`config.mk`:
```
export PLATFORM = sky130hd
export DESIGN_NAME = exu_seq
export DESIGN_NICKNAME = d
export VERILOG_FILES = /design/src/rtl/exu_seq_pkg.sv /design/src/rtl/exu_seq_lsu_fmt.sv /design/src/rtl/exu_seq.sv
export SDC_FILE = /design/constraint.sdc
export NUM_CORES = 1
export LEC_CHECK = 0
export ABC_AREA = 1
export CORE_MARGIN = 4
export CORE_UTILIZATION = 40
export DETAILED_ROUTE_END_ITERATION = 16
export MAX_ROUTING_LAYER = met4
export PLACE_DENSITY = 0.69
export SLEW_MARGIN = 20
export SYNTH_ARGS = -nofsm -noshare
export SYNTH_HDL_FRONTEND = slang
export SYNTH_SLANG_ARGS = --single-unit
export TNS_END_PERCENT = 100
```
`constraint.sdc`:
```
create_clock -name clk -period 11 [get_ports clk]
set_input_delay 1.65 -clock clk [delete_from_list [all_inputs] [get_ports clk]]
set_output_delay 1.65 -clock clk [all_outputs]
set_load 0.03 [all_outputs]
```
`src/rtl/exu_seq_pkg.sv`:
```
// Shared opcode, state, exception and load/store width definitions for the
// execute-stage sequencer.
package exu_seq_pkg;

    localparam logic [6:0] OPCODE_LUI    = 7'b0110111;
    localparam logic [6:0] OPCODE_AUIPC  = 7'b0010111;
    localparam logic [6:0] OPCODE_JAL    = 7'b1101111;
    localparam logic [6:0] OPCODE_JALR   = 7'b1100111;
    localparam logic [6:0] OPCODE_BRANCH = 7'b1100011;
    localparam logic [6:0] OPCODE_LOAD   = 7'b0000011;
    localparam logic [6:0] OPCODE_STORE  = 7'b0100011;
    localparam logic [6:0] OPCODE_ARITH  = 7'b0010011;
    localparam logic [6:0] OPCODE_R      = 7'b0110011;
    localparam logic [6:0] OPCODE_SYSTEM = 7'b1110011;

    localparam logic [2:0] F3_B  = 3'b000;
    localparam logic [2:0] F3_H  = 3'b001;
    localparam logic [2:0] F3_W  = 3'b010;
    localparam logic [2:0] F3_BU = 3'b100;
    localparam logic [2:0] F3_HU = 3'b101;

    typedef enum logic [2:0] {
        S_IDLE,
        S_EXEC,
        S_MEM_REQ,
        S_MEM_WAIT,
        S_DONE
    } state_t;

    typedef enum logic [1:0] {
        EXC_NONE     = 2'd0,
        EXC_ILLEGAL  = 2'd1,
        EXC_MISALIGN = 2'd2,
        EXC_TIMEOUT  = 2'd3
    } exc_t;

endpackage

```
`src/rtl/exu_seq_lsu_fmt.sv`:
```
// Combinational LSU formatting: store lane placement, load lane extraction
// with sign/zero extension, and alignment check.
module exu_seq_lsu_fmt
    import exu_seq_pkg::*;
#(
    parameter int XLEN = 32
)(
    input  logic [2:0]      func3,
    input  logic [1:0]      addr_lo,
    input  logic [XLEN-1:0] st_data,
    input  logic [XLEN-1:0] ld_word,
    output logic [3:0]      wmask,
    output logic [XLEN-1:0] wdata,
    output logic [XLEN-1:0] ld_data,
    output logic            misaligned
);

    logic [15:0]        ld_shift;
    logic signed [7:0]  ld_b;
    logic signed [15:0] ld_h;

    always_comb begin
        ld_shift   = 16'(ld_word >> {addr_lo, 3'b000});
        ld_b       = ld_shift[7:0];
        ld_h       = ld_shift;
        wmask      = 4'hF;
        wdata      = st_data;
        misaligned = 1'b0;
        ld_data    = ld_word;

        // func3[1:0] encodes the access size for both loads and stores
        case (func3[1:0])
            2'b00: begin
                wmask = 4'b0001 << addr_lo;
                wdata = {4{st_data[7:0]}};
            end
            2'b01: begin
                wmask      = 4'b0011 << addr_lo;
                wdata      = {2{st_data[15:0]}};
                misaligned = addr_lo[0];
            end
            default: misaligned = (addr_lo != 2'b00);
        endcase

        case (func3)
            F3_B:    ld_data = XLEN'(ld_b);
            F3_H:    ld_data = XLEN'(ld_h);
            F3_BU:   ld_data = XLEN'(ld_shift[7:0]);
            F3_HU:   ld_data = XLEN'(ld_shift);
            F3_W:    ld_data = ld_word;
            default: ld_data = ld_word;
        endcase
    end

endmodule

```
`src/rtl/exu_seq.sv`:
```
// Multicycle execute-stage sequencer: holds one decoded instruction for the
// external ALU, resolves next PC, runs one LSU transaction, hands off to WBU.
module exu_seq
    import exu_seq_pkg::*;
#(
    parameter int XLEN        = 32,
    parameter int MEM_TIMEOUT = 255
)(
    input  logic            clk,
    input  logic            rst,
    input  logic            in_valid,
    output logic            in_ready,
    input  logic [XLEN-1:0] in_pc,
    input  logic [XLEN-1:0] in_rs1,
    input  logic [XLEN-1:0] in_rs2,
    input  logic [XLEN-1:0] in_imm,
    input  logic [6:0]      in_opcode,
    input  logic [2:0]      in_func3,
    input  logic [6:0]      in_func7,
    output logic [XLEN-1:0] exu_op1,
    output logic [XLEN-1:0] exu_op2,
    output logic [6:0]      exu_opcode,
    output logic [2:0]      exu_func3,
    output logic [6:0]      exu_func7,
    input  logic [XLEN-1:0] exu_res,
    output logic            mem_req_valid,
    input  logic            mem_req_ready,
    output logic [XLEN-1:0] mem_addr,
    output logic [XLEN-1:0] mem_wdata,
    output logic            mem_wen,
    output logic [3:0]      mem_wmask,
    input  logic            mem_rsp_valid,
    input  logic [XLEN-1:0] mem_rdata,
    output logic            out_valid,
    input  logic            out_ready,
    output logic            out_rd_wen,
    output logic [XLEN-1:0] out_rd_data,
    output logic [XLEN-1:0] out_next_pc,
    output logic [1:0]      out_exc
);

    state_t          state, state_nxt;
    logic [XLEN-1:0] pc_q, rs2_q, imm_q, op1_q, op2_q, addr_q;
    logic [6:0]      opcode_q, func7_q;
    logic [2:0]      func3_q;
    logic [7:0]      cnt_q;
    logic            rd_wen_q;
    logic [XLEN-1:0] rd_data_q, next_pc_q;
    exc_t            exc_q;

    logic [XLEN-1:0] op1_sel, op2_sel, pc4, tgt;
    logic [XLEN-1:0] ex_rd_data, ex_next_pc;
    logic            ex_rd_wen;
    exc_t            ex_exc;
    logic            is_load, is_mem, timeout, req_active;
    logic [1:0]      lsu_addr_lo;
    logic [3:0]      lsu_wmask;
    logic [XLEN-1:0] lsu_wdata, lsu_ld_data;
    logic            lsu_misaligned;

    assign is_load    = (opcode_q == OPCODE_LOAD);
    assign is_mem     = is_load || (opcode_q == OPCODE_STORE);
    assign timeout    = (cnt_q == 8'(MEM_TIMEOUT));
    assign req_active = (state == S_MEM_REQ);
    // Alignment is judged on the live ALU result in EXEC, on the latched address afterwards
    assign lsu_addr_lo = (state == S_EXEC) ? exu_res[1:0] : addr_q[1:0];

    exu_seq_lsu_fmt #(.XLEN(XLEN)) u_fmt (
        .func3      (func3_q),
        .addr_lo    (lsu_addr_lo),
        .st_data    (rs2_q),
        .ld_word    (mem_rdata),
        .wmask      (lsu_wmask),
        .wdata      (lsu_wdata),
        .ld_data    (lsu_ld_data),
        .misaligned (lsu_misaligned)
    );

    always_comb begin
        op1_sel = '0;
        op2_sel = '0;
        case (in_opcode)
            OPCODE_R, OPCODE_BRANCH: begin
                op1_sel = in_rs1;
                op2_sel = in_rs2;
            end
            OPCODE_ARITH, OPCODE_LOAD, OPCODE_STORE, OPCODE_JALR: begin
                op1_sel = in_rs1;
                op2_sel = in_imm;
            end
            OPCODE_LUI: op2_sel = in_imm;
            OPCODE_AUIPC, OPCODE_JAL: begin
                op1_sel = in_pc;
                op2_sel = in_imm;
            end
            default: ;
        endcase
    end

    always_comb begin
        pc4        = pc_q + XLEN'(4);
        tgt        = pc_q + imm_q;
        ex_rd_wen  = 1'b0;
        ex_rd_data = '0;
        ex_next_pc = pc4;
        ex_exc     = EXC_NONE;
        case (opcode_q)
            OPCODE_BRANCH: if (exu_res[0]) ex_next_pc = tgt;
            OPCODE_JAL: begin
                ex_rd_wen  = 1'b1;
                ex_rd_data = pc4;
                ex_next_pc = exu_res;
            end
            OPCODE_JALR: begin
                ex_rd_wen  = 1'b1;
                ex_rd_data = pc4;
                ex_next_pc = {exu_res[XLEN-1:1], 1'b0};
            end
            OPCODE_LUI, OPCODE_AUIPC, OPCODE_ARITH, OPCODE_R: begin
                ex_rd_wen  = 1'b1;
                ex_rd_data = exu_res;
            end
            OPCODE_SYSTEM: ;
            OPCODE_LOAD, OPCODE_STORE: if (lsu_misaligned) ex_exc = EXC_MISALIGN;
            default: ex_exc = EXC_ILLEGAL;
        endcase
    end

    always_comb begin
        state_nxt = state;
        case (state)
            S_IDLE:     if (in_valid) state_nxt = S_EXEC;
            S_EXEC:     state_nxt = (is_mem && !lsu_misaligned) ? S_MEM_REQ : S_DONE;
            S_MEM_REQ:  if (mem_req_ready) state_nxt = S_MEM_WAIT;
            S_MEM_WAIT: if (mem_rsp_valid || timeout) state_nxt = S_DONE;
            S_DONE:     if (out_ready) state_nxt = S_IDLE;
            default:    state_nxt = S_IDLE;
        endcase
    end

    always_ff @(posedge clk or posedge rst) begin
        if (rst) state <= S_IDLE;
        else     state <= state_nxt;
    end

    always_ff @(posedge clk or posedge rst) begin
        if (rst) begin
            pc_q      <= '0;
            rs2_q     <= '0;
            imm_q     <= '0;
            op1_q     <= '0;
            op2_q     <= '0;
            addr_q    <= '0;
            opcode_q  <= '0;
            func3_q   <= '0;
            func7_q   <= '0;
            cnt_q     <= '0;
            rd_wen_q  <= 1'b0;
            rd_data_q <= '0;
            next_pc_q <= '0;
            exc_q     <= EXC_NONE;
        end else begin
            case (state)
                S_IDLE: if (in_valid) begin
                    pc_q     <= in_pc;
                    rs2_q    <= in_rs2;
                    imm_q    <= in_imm;
                    opcode_q <= in_opcode;
                    func3_q  <= in_func3;
                    func7_q  <= in_func7;
                    op1_q    <= op1_sel;
                    op2_q    <= op2_sel;
                end
                S_EXEC: begin
                    addr_q    <= exu_res;
                    rd_wen_q  <= ex_rd_wen;
                    rd_data_q <= ex_rd_data;
                    next_pc_q <= ex_next_pc;
                    exc_q     <= ex_exc;
                end
                S_MEM_REQ: if (mem_req_ready) cnt_q <= '0;
                S_MEM_WAIT: begin
                    cnt_q <= cnt_q + 8'd1;
                    // A response in the timeout cycle still completes normally
                    if (mem_rsp_valid) begin
                        rd_wen_q  <= is_load;
                        rd_data_q <= is_load ? lsu_ld_data : '0;
                    end else if (timeout) begin
                        rd_wen_q <= 1'b0;
                        exc_q    <= EXC_TIMEOUT;
                    end
                end
                default: ;
            endcase
        end
    end

    assign in_ready      = (state == S_IDLE);
    assign exu_op1       = op1_q;
    assign exu_op2       = op2_q;
    assign exu_opcode    = opcode_q;
    assign exu_func3     = func3_q;
    assign exu_func7     = func7_q;
    assign mem_req_valid = req_active;
    assign mem_addr      = req_active ? {addr_q[XLEN-1:2], 2'b00} : '0;
    assign mem_wen       = req_active && (opcode_q == OPCODE_STORE);
    assign mem_wmask     = req_active ? lsu_wmask : 4'h0;
    assign mem_wdata     = req_active ? lsu_wdata : '0;
    assign out_valid     = (state == S_DONE);
    assign out_rd_wen    = rd_wen_q;
    assign out_rd_data   = rd_data_q;
    assign out_next_pc   = next_pc_q;
    assign out_exc       = exc_q;

endmodule

```
### Word level (Yosys, flattened, before mapping)

Index checks and enable logic that the tools add are counted.

| storage, ports and cells | value |
|---|---|
| bits in registers | 287 |
| latch bits | 0 |
| bits in writable memories | 0 |
| memory bits (read-only) | 0 |
| input port bits | 215 |
| output and inout port bits | 220 |
| logic and storage cells | 116 |
| memories kept | 0 |

| cells by class | value |
|---|---|
| add/subtract/negate cells | 3 |
| $mul | 0 |
| div/mod/pow operators | 0 |
| $lt $le $gt $ge | 0 |
| equality and inequality tests | 36 |
| shifts and indexed selects | 3 |
| muxes and demuxes | 33 |
| bitwise gates (word level) | 0 |
| reduce and logical (&&, ||, !) cells | 26 |

Operator list:

| cell | count |
|---|---|
| 32-bit case mux with 2 select lines | 5 |
| 32-bit two-way mux | 5 |
| 32-bit case mux with 4 select lines | 1 |
| 32-bit case mux with 3 select lines | 1 |
| 7-bit == test (second input constant) | 7 |
| 7-bit by 6-bit == test with 1-bit output (second input constant) | 6 |
| 32-bit by 3-bit adder with 32-bit output (second input constant) | 1 |
| 32-bit adder | 1 |
| 32-bit by 5-bit >> shifter with 16-bit output | 1 |
| 7-bit by 5-bit == test with 1-bit output (second input constant) | 4 |
| 8-bit case mux with 2 select lines | 1 |
| 3-bit two-way mux | 5 |
| 3-bit case mux with 5 select lines | 1 |
| 7-bit by 2-bit == test with 1-bit output (second input constant) | 2 |
| 2-bit != test (second input constant) | 6 |
| 6-bit OR reduction | 2 |
| 3-bit == test (second input constant) | 3 |
| 8-bit by 1-bit adder with 8-bit output (second input constant) | 1 |
| 8-bit == test (second input constant) | 1 |
| 2-bit two-way mux | 4 |
| 8-bit two-way mux | 1 |
| 2-bit case mux with 2 select lines | 2 |
| 4-bit case mux with 2 select lines | 1 |
| 2-bit AND reduction | 4 |
| 22 further kinds | 35 |

### Logic depth before layout (Yosys ltp)

Gate-level depths: netlist of run 1.

| depth | value |
|---|---|
| depth after elaboration | 8 |
| mapped depth | 15 |

### Hierarchy

Synthesis of run 1 repeated with hierarchy kept, for this count alone.

| unflattened totals | value |
|---|---|
| cells, all modules | 2560 |
| area total of the unflattened synthesis | 17768.3 um2 |

Modules (own cells, without submodules):

| module | times used | cells each | area each (um2) | sequential area each (um2) |
|---|---|---|---|---|
| exu_seq | 1 | 2297 | 16494.6 | 7181.9 |
| exu_seq_lsu_fmt | 1 | 263 | 1273.7 | 0.0 |

### Least setup slack after synthesis of run 1

No wires, ideal clock.

| path | value |
|---|---|
| path type | input to output |
| from | in exu_res[1] |
| to | out mem_wmask[2] |
| data arrival time | 2788 ps |
| data required time | 9350 ps |
| setup slack | 6562 ps |
| stages on the path | 5 |
| buffers on the path | 1 |
| path through | inv_1 > o21ai_4 > buf_2 > nand2_1 > a31oi_1 |

| on the way | value |
|---|---|
| cells in the longest elaborated chain, start to end | 4 |

Ends and longest elaborated chain:

| item | line | RTL |
|---|---|---|
| start: declaration | exu_seq.sv:25 | `input logic [XLEN-1:0] exu_res,` |
| 2-bit two-way mux * | exu_seq.sv:66 | `assign lsu_addr_lo = (state == S_EXEC) ? exu_res[1:0] : addr_q[1:0];` |
| 2-bit by 2-bit << shifter with 4-bit output or 1-bit by 2-bit << shifter with 4-bit output (tied branches) | exu_seq_lsu_fmt.sv:38, exu_seq_lsu_fmt.sv:34 |  |
| 4-bit case mux with 2 select lines * | exu_seq_lsu_fmt.sv:32 | `case (func3[1:0])` |
| 4-bit two-way mux * | exu_seq.sv:207 | `assign mem_wmask = req_active ? lsu_wmask : 4'h0;` |
| end: declaration | exu_seq.sv:31 | `output logic [3:0] mem_wmask,` |

Every way passes the cells marked *; elsewhere a longest branch is shown, timed or not.

### Worst setup path after layout of run 1

| path | value |
|---|---|
| from | in exu_res[0] |
| to | out mem_wmask[0] |

The elaborated chain is that of the path after synthesis.

==> results.md, run 1 <==
* Max Freq at 167 MHz
* DR pass1 iterations at 10
* Core area at 43300 µm²
* Initial antenna violation count at 1
* Post-DP HPWL at 58100 µm
* CP Max Fanout at 31
* Num CTS Buffers at 35
* Syn avg cell area at 6.86 µm²
* Crit share post-route at 54.6%
* Inst Count DP at 3482
* Largest cells by area after synthesis: dfrtp_1 (41%), nand2_1 (19%), inv_1 (6.8%), o21ai_0 (5.9%), nor2_1 (4.5%)
* Crit path from: exu_res[0]
* Pwr dens at 274 nW/µm²
* # nets final at 3183
* Comb pwr share at 51.7%
* Vias in the first global route at 18.0k
* Post-CTS Repair Setup Buffers at 0
* Netlist cell types at 50
* Synth Instances at 2565
* Largest net degree at the start of global routing at 94
* Hold buffers post-CTS at 0
* Status: complete, no violations
* Worst reg2reg endpoint: exu_op2[27]
* Final number of hold-violating endpoints at 0
* Yosys reg bits at 287
* Sequential Area at 7180 µm²
* Main synth FF type: dfrtp_1
* Die W at 218 µm
* Drt wl/cell at 21.0 µm
* Post-route ant nets at 0
* Maximum vdd drop at 0.000137 V
* Slowest CP cell: clkdlybuf4s50_1
* Fin crit period at 6.00 ns
* Wire length of the first global-routing pass at 110000 µm
* All-Layer GR Usage at 31.3%
* Worst R2R Path Depth at 8
* Via count at 18.9k
* Met2 WL post-DR at 33500 µm
* Sum of negative setup slack at 0 ns
* Final Max Tran Viols at 0
* Std-Cell Rows at 76
* Commonest non-fill, non-tap cells in the layout: nand2_1 (876), clkdlybuf4s50_1 (432), inv_1 (316), dfrtp_1 (287)
* CP Class: in2out
* GRT overflow at 0
* Area of the multi-input gates at 8680 µm²
* Root Buffer: clkbuf_16
* Met1 Wirelength at 32600 µm
* Post-Syn Area at 17600 µm²
* Drt via density at 5.33
* Top sig layer: met4
* Switching Share at 48.2%
* Slew headroom at 23.4%
* # port buffers at 432
* WL final at 74300 µm
* Met3 routed wirelength at 5860 µm
* Latest clock arrival within the worst-skew pair at 0.58 ns
* Critical path launch point type: primary input
* Part of the Yosys area used for sequential elements at 40.8%
* I/O Pins at 435
* Commonest non-fill, non-tap cell in the layout: nand2_1
* Maxcap violations at 0
* Routability cong. at 0.952
* RR Startpoint: state[0]
* WP data arrival at 4.35 ns
* CP Capture Type: output pin
* Clock network fraction of design power at 19.9%
* CTS tree: done
* Flop pwr share at 28.4%
* Internal power at 3350 µW
* Clock Tree Buf Depth at 3
* Worst setup path end: mem_wmask[0]
* Layout cells sized above 1 at 4.33%
* Synthesis-to-layout area growth at 34.0%
* Critical path, cell by cell: clkdlybuf4s50_1 -> buf_4 -> inv_1 -> nand2_2 -> nand2_4 -> nand2_1 -> nand2_1 -> inv_2 -> nor2_1 -> clkdlybuf4s50_1
* Slowest stage delay, CP at 0.70 ns
* Net load switching power at 3120 µW
* Post-CTS sizing at 0
* # clock sinks at 287
* Reg clk slew, reported paths at 0.06 ns
* Hold crit path type: reg2reg
* Measured slew at the worst slew-check pin at 1.15 ns
* Iteration-0 DRC Markers at 1713
* CTS HTree Levels at 2
* Starting Density at 40.7%
* Area leader, netlist: dfrtp_1
* Die area at 47400 µm²
* Synth async-reset ratio at 100%
* Final Skew at 0.0216 ns
* Synth warn at 0
* Critical Path RT at 9.35 ns
* DRC at 0
* Worst reg-to-reg setup slack at 7.36 ns
* Post-synth EDFFs at 0
* Die Y at 218 µm
* Setup violations, final at 0
* Yosys top cell area share at 40.8%
* FILL cells at 4253
* RSZ-0062 raised after global routing: false
* Leak Pwr at 0.0114 µW
* Finished Layout Cells at 3543
registers in the layout, summed over array words and instances (netlist names), 7 cells and up:
name,flops
addr_q,32
exu_op1,32
exu_op2,32
imm_q,32
out_next_pc,32
out_rd_data,32
pc_q,32
rs2_q,32
cnt_q,8
exu_func7,7
exu_opcode,7
power groups by stage:
stage                     Sequential [µW]  Combinational [µW]  Clock, µW
after global routing                 1880                3700       1350
after floorplan                      1990                1930          0
final                                1840                3340       1290
after CTS                            1830                3320       1310
after global placement               1840                3270          0
after detailed placement             1840                3310          0
cells by family after synthesis:
logic type,share of synthesized area (%)
XOR/XNOR,0.448
buffers and inverters,10.0
AND/OR/NAND/NOR,30.2
other,0.0213
adder cells (fa/ha/maj),2.46
AO/OA/AOI/OAI,16.0
flip-flops,40.8
worst max-delay path: cells and delay by family:
kind / cells / cell delay (ns)
buffers and inverters: 5 / 1.99
and+or+nand+nor: 5 / 0.70
per-stage QoR:
stage          utilization, %  total power (µW)  area, µm²  hold slack (ns)  setup WS [ns]
4_1_cts                  54.5              6460      23600            0.482           4.99
6_report                 54.5              6470      23600            0.478           5.00
2_1_floorplan               -              3910      17600            0.449           1.43
3_5_place_dp             51.5              5150      22300            0.465           5.00
3_3_place_gp             51.5              5110      22300            0.464           5.02
5_1_grt                  54.5              6930      23600            0.496           4.84
how the worst min path moves through the flow:
stage	startpoint	to	slack [ns]	depth (start not counted)
floorplan	rs2_q[16]	rs2_q[16]	0.45	2
global placement	exu_func7[0]	exu_func7[0]	0.46	2
finish	out_rd_data[23]	out_rd_data[23]	0.48	2
global route	out_rd_data[21]	out_rd_data[21]	0.50	2
detailed placement	out_rd_data[23]	out_rd_data[23]	0.47	2
CTS	out_rd_data[23]	out_rd_data[23]	0.48	2
synth_stat cells (5+ instances only):
master,number
clkbuf_1,75
nor3_1,25
a21oi_1,113
xor2_1,8
or2_2,23
o21bai_1,8
o21ai_0,209
buf_2,38
inv_1,319
o21ai_1,5
nand2_1,877
a21boi_0,12
nor2_1,209
ha_1,33
o221ai_1,34
nand3_1,137
dfrtp_1,287
o211ai_1,8
a221oi_1,7
a2bb2oi_1,7
o22ai_1,23
inv_2,8
a22oi_1,33
nand4_1,15
cell type report:
cell class | count | area share, %
clock inverters | 17 | 1.42
multi-input cells | 1831 | 36.8
repair buffers | 452 | 19.0
clock buffers | 43 | 3.97
diodes | 1 | 0.0106
inverters | 327 | 5.25
flip-flops and latches | 287 | 30.5
well taps | 585 | 3.10
metal layers:
| metal | global-route usage, % | up-vias |
|---|---|---|
| met5 | - | - |
| met4 | 9.79 | 0 |
| met2 | 47.7 | 833 |
| li1 | - | 8996 |
| met3 | 5.06 | 116 |
| met1 | 42.9 | 8934 |
Power figures use the tool's default switching activity.
==> run 2: changes to the inputs <==
--- a/config.mk
+++ b/config.mk
@@ -10,7 +10,7 @@
 export CORE_UTILIZATION = 40
 export DETAILED_ROUTE_END_ITERATION = 16
 export MAX_ROUTING_LAYER = met4
-export PLACE_DENSITY = 0.69
+export PLACE_DENSITY = 0.72
 export SLEW_MARGIN = 20
 export SYNTH_ARGS = -nofsm -noshare
 export SYNTH_HDL_FRONTEND = slang
==> constraint.sdc (replaced) <==
create_clock -name clk -period 5.49 [get_ports clk]
set_input_delay 0.8235 -clock clk [delete_from_list [all_inputs] [get_ports clk]]
set_output_delay 0.8235 -clock clk [all_outputs]
set_load 0.03 [all_outputs]
==> run 2 against run 1 <==
Worst hold slack better by 0.0055 ns. Sequential share of layout area is 0.26 points higher. Via count is 0.44% lower. Critical path type is now reg2out. Largest cell class unchanged. Highest routed layer unchanged.
==> results.md, run 2 (synthesis gave the netlist of run 1 again) <==
* Final Max Tran Viols at 0 (unchanged)
* Post-route cell area at 23400 µm² (was 23600 µm²)
* Reg clk slew, reported paths at 0.06 ns (about the same)
* Die area at 47400 µm² (unchanged)
* Final number of hold-violating endpoints at 0 (unchanged)
* Layout cells sized above 1 at 4.40% (was 4.33%)
* Status: complete, no violations (unchanged)
* Latest clock arrival within the worst-skew pair at 0.59 ns (was 0.58 ns)
* WL final at 73900 µm (was 74300 µm)
* Std-Cell Rows at 76 (unchanged)
* Via count at 18.8k (was 18.9k)
* Critical path launch point type: register (was primary input)
* # clock sinks at 287 (unchanged)
* Drt wl/cell at 20.9 µm (was 21.0 µm)
* Core area at 43300 µm² (unchanged)
* Maxcap violations at 0 (unchanged)
* Tot Pwr at 12600 µW (was 6470 µW)
* Wire length of the first global-routing pass at 110000 µm (about the same)
* Post-DP HPWL at 58400 µm (was 58100 µm)
* Setup WS pre-CTS at 1.37 ns (was 5.00 ns)
* Hold buffers post-CTS at 0 (unchanged)
* # nets final at 3178 (was 3183)
* FILL cells at 4269 (was 4253)
* Critical Path RT at 4.67 ns (was 9.35 ns)
* DRC at 0 (unchanged)
* Final core occ at 54.0% (was 54.5%)
* Starting Density at 40.7% (unchanged)
* Commonest non-fill, non-tap cell in the layout: nand2_1 (unchanged)
* DR pass1 iterations at 5 (was 10)
* Commonest non-fill, non-tap cells in the layout: nand2_1 (876), clkdlybuf4s50_1 (432), inv_1 (315), dfrtp_1 (287), o21ai_0 (209) (was nand2_1 (876), clkdlybuf4s50_1 (432), inv_1 (316), dfrtp_1 (287))
* Clock Tree Buf Depth at 3 (unchanged)
* Initial antenna violation count at 0 (was 1)
* Hold crit path type: reg2reg (unchanged)
* I/O Pins at 435 (unchanged)
* CTS tree: done (unchanged)
* Iteration-0 DRC Markers at 1647 (was 1713)
* Post-CTS sizing at 0 (unchanged)
* Max Freq at 220 MHz
* Die Y at 218 µm (unchanged)
* Num CTS Buffers at 31 (was 35)
* Leak Pwr at 0.0113 µW (was 0.0114 µW)
* Maximum vdd drop at 0.000284 V (was 0.000137 V)
* Final Skew at 0.0229 ns (was 0.0216 ns)
* Die W at 218 µm (unchanged)
* Synthesis-to-layout area growth at 32.9% (was 34.0%)
* CP Class: reg2out (was in2out)
* Placed cell area at 22300 µm² (about the same)
* Sum of negative setup slack at 0 ns (unchanged)
* ANT cells at 0 (was 1)
* CTS HTree Levels at 1 (was 2)
* Routability cong. at 0.947 (was 0.952)
* Fin crit period at 4.54 ns
* Vias in the first global route at 18.2k (was 18.0k)
* Crit share post-route at 82.7%
* WP data arrival at 3.71 ns (was 4.35 ns)
* RSZ-0062 raised after global routing: false (unchanged)
* Setup violations, final at 0 (unchanged)
* All-Layer GR Usage at 31.0% (was 31.3%)
* Largest net degree at the start of global routing at 135 (was 94)
* # port buffers at 432 (unchanged)
* Post-CTS Repair Setup Buffers at 0 (unchanged)
* Pwr dens at 541 nW/µm² (was 274 nW/µm²)
* GRT overflow at 0 (unchanged)
* Measured slew at the worst slew-check pin at 1.09 ns (was 1.15 ns)
* Drt via density at 5.31 (was 5.33)
* Slew headroom at 27.2% (was 23.4%)
* Post-route ant nets at 0 (unchanged)
* CP Capture Type: output pin (unchanged)
* Setup WS post-layout at 0.952 ns (was 5.00 ns)
* Root Buffer: clkbuf_16 (unchanged)
* CP Max Fanout at 53 (was 31)
==> run 2: cell types whose count changed in the layout (fill, tap and decap cells not counted), moves of 4 or more <==
cell,delta
clkbuf_1,-4
buf_4,-4
bufinv_16,-4
clkinv_2,+8
clkbuf_16,-4
==> run 2: critical path, stage by stage, from the launching register on <==
cell and delay [ns]:
dfrtp_1 0.42, nor2_1 0.18, inv_2 0.07, nor2_1 0.63, inv_2 0.62, a211oi_1 0.42
clkdlybuf4s50_1 0.77
==> run 2: per-layer routing <==
metal  share of wire [%]  vias up  wire length (µm)  track usage, %
met5                   0        -                 0               -
met4                 4.5        0              3330            12.1
li1                    -     8966                 -               -
met3                 8.2      142              6030            5.94
met2                  44      840             32300            46.4
met1                  44     8847             32300            41.8
==> run 2: final cells by class <==
class                           count  area, µm²  share of cell area [%]
Multi-Input combinational cell   1831       8680                    37.1
Sequential cell                   287       7180                    30.7
Timing Repair Buffer              451       4500                    19.3
Inverter                          327       1230                    5.28
Clock buffer                       38        862                    3.69
Tap cell                          585        732                    3.13
Clock inverter                     19        183                   0.781
==> run 2: final timing paths <==
check	cells after the start	slack, ns	start	to
worst max-delay path	6	0.95	state[0]	mem_wdata[15]
worst min register to register	2	0.48	out_rd_data[26]	out_rd_data[26]
worst max register to register	8	2.45	state[0]	exu_op2[7]
min in group asynchronous	3	0.79	rst	out_next_pc[27]
worst min-delay path	2	0.48	out_rd_data[26]	out_rd_data[26]
max in group asynchronous	3	3.98	rst	exu_op2[11]
==> run 2: per-stage QoR <==
step / instances / hold slack, ns
floorplan: 2566 / 0.449
global placement: 3481 / 0.463
detailed placement: 3481 / 0.466
CTS: 3538 / 0.483
global route: 3538 / 0.506
finish: 3538 / 0.483
==> run 2: report_power, final <==
| group | internal, µW | leakage, µW | total, µW | switching, µW |
|---|---|---|---|---|
| registers | 2920 | 0.00361 | 3690 | 773 |
| clock network | 1250 | 0.000525 | 2180 | 923 |
| logic | 2250 | 0.00713 | 6770 | 4520 |
| total | 6420 | 0.0113 | 12600 | 6220 |
